<file path="src/rtl/spi_pkg.sv">
// rtl/spi_pkg.sv - shared state encoding and widths for the SPI byte shifter
package spi_pkg;

  localparam int SPI_BITS  = 8;
  localparam int SPI_CNT_W = $clog2(SPI_BITS);

  typedef enum logic [1:0] {
    IDLE,
    LEAD,
    SHIFT,
    DONE
  } spi_state_t;

endpackage

</file>
<file path="src/rtl/spi_byte_shifter_edge_detector.sv">
// rtl/spi_byte_shifter_edge_detector.sv - rise/fall strobes for a level produced in the same clock domain
module edge_detector (
  input  logic clock,
  input  logic reset,
  input  logic level,
  output logic rise,
  output logic fall
);

  logic level_q;

  always_ff @(posedge clock) begin
    if (reset) begin
      level_q <= 1'b0;
    end else begin
      level_q <= level;
    end
  end

  // Source is already synchronous to clock, so no synchroniser stage.
  assign rise = level & ~level_q;
  assign fall = ~level & level_q;

endmodule

</file>
<file path="src/rtl/spi_byte_shifter.sv">
// rtl/spi_byte_shifter.sv - mode-0 MSB-first SPI byte master timed by divided_clock; SPI_SHIFTER_CS_HOLD_EN chains bytes in one CS frame
module spi_byte_shifter
  import spi_pkg::*;
#(
  parameter int DATA_WIDTH = SPI_BITS
) (
  input  logic                  clock,
  input  logic                  reset,
  input  logic                  divided_clock,
  input  logic [DATA_WIDTH-1:0] tx_data,
  input  logic                  tx_valid,
  output logic                  tx_ready,
  output logic [DATA_WIDTH-1:0] rx_data,
  output logic                  rx_valid,
  output logic                  sclk,
  output logic                  mosi,
  input  logic                  miso,
  output logic                  cs_n
);

  localparam int              CW   = (DATA_WIDTH > 1) ? $clog2(DATA_WIDTH) : 1;
  localparam logic [CW-1:0]   LAST = CW'(DATA_WIDTH - 1);

  spi_state_t            state;
  logic [DATA_WIDTH-2:0] tx_sr;
  logic [DATA_WIDTH-1:0] rx_sr;
  logic [CW-1:0]         count;
  logic                  rise;
  logic                  fall;

  edge_detector u_edge (
    .clock (clock),
    .reset (reset),
    .level (divided_clock),
    .rise  (rise),
    .fall  (fall)
  );

  // tx_sr holds only the bits not yet on mosi; the MSB goes straight to mosi on load.
  always_ff @(posedge clock) begin
    if (reset) begin
      state    <= IDLE;
      tx_sr    <= '0;
      rx_sr    <= '0;
      count    <= '0;
      tx_ready <= 1'b1;
      rx_data  <= '0;
      rx_valid <= 1'b0;
      sclk     <= 1'b0;
      mosi     <= 1'b0;
      cs_n     <= 1'b1;
    end else begin
      rx_valid <= 1'b0;
      case (state)
        IDLE: begin
          if (tx_valid && tx_ready) begin
            tx_sr    <= tx_data[DATA_WIDTH-2:0];
            mosi     <= tx_data[DATA_WIDTH-1];
            cs_n     <= 1'b0;
            count    <= '0;
            tx_ready <= 1'b0;
            state    <= LEAD;
          end
        end

        LEAD: begin
          if (fall) begin
            state <= SHIFT;
          end
        end

        SHIFT: begin
          if (rise) begin
            sclk  <= 1'b1;
            rx_sr <= {rx_sr[DATA_WIDTH-2:0], miso};
          end else if (fall) begin
            sclk <= 1'b0;
            if (count == LAST) begin
              state <= DONE;
`ifdef SPI_SHIFTER_CS_HOLD_EN
              tx_ready <= 1'b1;
`endif
            end else begin
              tx_sr <= tx_sr << 1;
              mosi  <= tx_sr[DATA_WIDTH-2];
              count <= count + 1'b1;
            end
          end
        end

        DONE: begin
          rx_valid <= 1'b1;
          rx_data  <= rx_sr;
`ifdef SPI_SHIFTER_CS_HOLD_EN
          // The last fall just happened, so the next rise is bit 7 of the new byte.
          if (tx_valid) begin
            tx_sr    <= tx_data[DATA_WIDTH-2:0];
            mosi     <= tx_data[DATA_WIDTH-1];
            count    <= '0;
            tx_ready <= 1'b0;
            state    <= SHIFT;
          end else begin
            cs_n     <= 1'b1;
            mosi     <= 1'b0;
            tx_ready <= 1'b1;
            state    <= IDLE;
          end
`else
          cs_n     <= 1'b1;
          mosi     <= 1'b0;
          tx_ready <= 1'b1;
          state    <= IDLE;
`endif
        end

        default: begin
          state <= IDLE;
        end
      endcase
    end
  end

endmodule

</file>
<file path="config.mk">
export PLATFORM = sky130hd
export DESIGN_NAME = spi_byte_shifter
export DESIGN_NICKNAME = d
export VERILOG_FILES = /design/src/rtl/spi_pkg.sv /design/src/rtl/spi_byte_shifter_edge_detector.sv /design/src/rtl/spi_byte_shifter.sv
export SDC_FILE = /design/constraint.sdc
export NUM_CORES = 1
export LEC_CHECK = 0
export BUFFER_PORTS_ARGS = -buffer_cell sky130_fd_sc_hd__buf_2
export CAP_MARGIN = 20
export CORE_MARGIN = 5
export CORE_UTILIZATION = 55
export CTS_CLUSTER_SIZE = 12
export DETAILED_ROUTE_END_ITERATION = 10
export PLACE_DENSITY_LB_ADDON = 0.25
export SYNTH_ARGS = -nofsm -noshare
export SYNTH_HDL_FRONTEND = slang
export SYNTH_SLANG_ARGS = --single-unit
</file>
<file path="constraint.sdc">
create_clock -name clock -period 2.3 [get_ports clock]
set_clock_uncertainty 0.2 [all_clocks]
set_input_delay 0.345 -clock clock [delete_from_list [all_inputs] [get_ports clock]]
set_output_delay 0.345 -clock clock [all_outputs]
set_load 0.01 [all_outputs]
</file>
==> impl_metrics.ini <==
[synthesis]
post_synth_edffs = 0
synthesis.instances = 167
synth-compound-area-share = 0.0980
synth_area_leader_cell = sky130_fd_sc_hd__dfxtp_1
synth_sequential_area_ratio = 0.411
syn_area_per_cell_um2 = 9.63
yosys.area_share.xor_xnor = 0
synth_top_family_by_area = simple AND/OR/NAND/NOR gates
synth.top_cell.area_share = 0.411
synth-simple-area-share = 0.184
postSynth.topFlopCell = sky130_fd_sc_hd__dfxtp_1
synthAdderAreaFrac = 0.0855
ys_top_cells_by_area = sky130_fd_sc_hd__dfxtp_1 41%, sky130_fd_sc_hd__mux2i_1 13%, sky130_fd_sc_hd__ha_1 8.6%
synth.distinct_cells = 29
synthMuxAreaShare = 0.173
number_of_nets_in_the_synthesized_netlist = 191
synthesis.area_um2 = 1610
async_reset_ff_frac = 0
yosysWarnings = 0
postSynthRegisterBits = 33

[timing]
hold_violations = 0
fin_crit_ps = 2130
part_of_the_cycle_the_worst_path_needs = 0.926
totalNegativeSetupSlack_ps = 0
unrepaired_setup_endpoints_after_global_routing = false
max_slew.worst_pin.slew_ps = 724
report.final.setup_viol = 0
timing.final.max_slew_violations = 0
timing.fmax_ghz = 0.469
worst_rel_slew_slack = 0.517

[grt]
global_route.overflow_total = 0
via_count_of_the_first_global_routing_pass = 1264
grt_max_degree = 27
global_route.usage.total = 0.171
grt_pass1_wl_um = 5520
number_of_antenna_violations_at_the_first_check_in_global_routing = 0

[finish]
layout-drive-gt1-share = 0.253
antenna_cells = 0
final_nets = 217
post-route-util = 0.660
flow.area_growth_from_synthesis_pct = 14.1
fillCellCount = 235

[setup_path]
timing.critical_path.cells = inv_1 -> ha_1 -> a221o_1 -> mux2i_1
worst_r2r_endpoint = tx_sr[3]
crit-reg2reg-launch = state[0]
worstRegToRegCells = 4
critPathSlowestCell = sky130_fd_sc_hd__ha_1
worst_setup_path_start_kind = register
path_max_fanout = 17
cp-end-kind = register
critical_path_arrival_ps = 2220
critical_path_class = reg2reg
ff2ff_setup_slack_ps = 170
timing.critical_path.required_ps = 2380
critPathMaxStageDelay_ps = 650

[hold_path]
whs_path_depth = 3
timing.hold.worst.class = in2reg
worst_min_delay_path_endpoint = rx_sr[0]
worst_hold_startpoint = miso

[clock_network]
insertion_delay_ps = 350
clkTransAtPathRegs_ps = 100
clock_tree.root_cell = sky130_fd_sc_hd__clkbuf_4
cts_sinks = 33
cts-hold-fix-buffers = 0
number_of_gates_given_a_new_drive_strength_after_cts = 0
cts_setup_buffers = 0
cts_max_level = 2
tritoncts_clock_tree = done
cts_max_path_buffers = 2
cts_buffers = 5

[status]
run_status = finished, final reports clean

[routing]
vias = 1236
postRouteAntennaNets = 0
first_iter_violations = 44
postRouteWirelength_um = 3200
wl_per_cell_um = 14.2
route.detailed.drc = 0
via_density_per_instance = 5.49
firstDrtPassIters = 4

[floorplanning]
initial_util = 0.578
core_area_um2 = 2780
floorplan.io_pins = 26
rows = 19
die_area_um2 = 4110
dieWidth_um = 64.1
die_height_um = 64.1

[place]
place.detailed.hpwl_um = 2270
finalWeightedCongestion = 0.692
io_buffer_count = 25

[power_and_ir_drop]
cell_area_power_density_nw_per_um2 = 1070
pleak_nw = 0.817
vdd_ir_drop_max_mv = 0.899

[job]
timing.max_cap.violations = 0
[power breakdown]
part	internal, mW	switching, mW
Sequential	0.670	0.0680
Clock	0.259	0.204
Combinational	0.375	0.390
[cell families (layout without fill, tap and decap cells)]
| family | after synthesis | after routing |
|---|---|---|
| DFF | 33 | 33 |
| adders and majority gates | 11 | 11 |
| muxes | 27 | 27 |
| AOI/OAI and AO/OA | 19 | 19 |
| and+or+nand+nor | 61 | 61 |
| buffers and inverters | 16 | 43 |
[area by class of cell]
class | count | area [um^2] | area share
Clock buffer | 7 | 55.1 | 0.0300
Clock inverter | 1 | 30.0 | 0.0164
Multi-Input combinational cell | 118 | 870 | 0.474
Tap cell | 31 | 38.8 | 0.0211
Inverter | 5 | 18.8 | 0.0102
Timing Repair Buffer | 30 | 163 | 0.0886
Sequential cell | 33 | 661 | 0.360
[routing by layer]
layer | GRT usage | up-vias | wire length [um]
met1 | 0.202 | 587 | 1460
met3 | 0.0683 | 7 | 136
met5 | 0 | - | 0
li1 | - | 618 | -
met2 | 0.280 | 24 | 1540
met4 | 0.0611 | 0 | 74
[worst max-delay path, delay by kind of cell, from the launching register on]
family	cells	cell delay (ps)
compound gates	1	470
fa+ha+maj	1	650
buf+inv	1	150
flops	1	370
mux	1	230
[synthesized netlist by cell type (all sizes together) (2+ instances only)]
| master | count |
|---|---|
| inv | 4 |
| buf | 6 |
| o211a | 2 |
| nand3 | 10 |
| nor2b | 3 |
| nand3b | 3 |
| nand2b | 3 |
| mux2i | 21 |
| nand2 | 29 |
| mux2 | 6 |
| nor2 | 10 |
| dfxtp | 33 |
| clkbuf | 5 |
| o21ai | 2 |
| a211oi | 2 |
| a21oi | 9 |
| ha | 11 |
[cell usage in the layout, fill, tap and decap left out]
cell type / count
sky130_fd_sc_hd__a21boi_4: 1
sky130_fd_sc_hd__a221oi_4: 1
sky130_fd_sc_hd__and2b_4: 1
sky130_fd_sc_hd__a21oi_1: 9
sky130_fd_sc_hd__clkinv_1: 1
sky130_fd_sc_hd__nand2_1: 29
sky130_fd_sc_hd__clkbuf_1: 1
sky130_fd_sc_hd__buf_4: 5
sky130_fd_sc_hd__nor2b_1: 3
sky130_fd_sc_hd__nand3_1: 10
sky130_fd_sc_hd__bufinv_16: 1
sky130_fd_sc_hd__a211oi_2: 1
sky130_fd_sc_hd__ha_1: 11
sky130_fd_sc_hd__nor2_1: 10
sky130_fd_sc_hd__or4_1: 1
sky130_fd_sc_hd__nor3b_1: 1
sky130_fd_sc_hd__a211oi_1: 1
sky130_fd_sc_hd__nand2b_1: 1
sky130_fd_sc_hd__clkbuf_8: 1
sky130_fd_sc_hd__nand3b_1: 3
sky130_fd_sc_hd__dfxtp_1: 33
sky130_fd_sc_hd__mux2i_1: 21
sky130_fd_sc_hd__nand2b_4: 2
sky130_fd_sc_hd__inv_1: 4
sky130_fd_sc_hd__clkbuf_4: 5
sky130_fd_sc_hd__mux2_2: 6
sky130_fd_sc_hd__o211a_1: 2
sky130_fd_sc_hd__a221o_1: 1
sky130_fd_sc_hd__buf_2: 25
sky130_fd_sc_hd__o21ai_0: 2
sky130_fd_sc_hd__a21o_1: 1
[sequential cells by signal, indices dropped and copies added, names as in the netlist]
name and cells:
mosi 1, rx_data 8, rx_valid 1, cs_n 1, rx_sr 8, tx_sr 7
state 2, u_edge.level_q 1, count 3, sclk 1
[worst max path at each step]
stage / start / cells past startpoint / endpoint / slack (ps)
global route: state[0] / 4 / tx_sr[5] / 50
CTS: state[0] / 4 / tx_sr[3] / 180
detailed placement: state[0] / 4 / tx_sr[3] / 180
global placement: state[0] / 4 / tx_sr[1] / 320
floorplan: state[0] / 5 / state[0] / 500
finish: state[0] / 4 / tx_sr[3] / 170
[through the flow]
stage	instance area (um^2)	hold slack [ps]	setup WS [ps]	instances	total power, mW
6_report	1840	59.4	169	225	1.97
5_1_grt	1840	60.0	46.4	225	2.09
3_3_place_gp	1750	241	324	217	1.48
3_5_place_dp	1750	248	184	217	1.52
4_1_cts	1840	51.3	181	225	1.98
2_1_floorplan	1610	231	500	167	1.40
(Power assumes the default switching activity.)
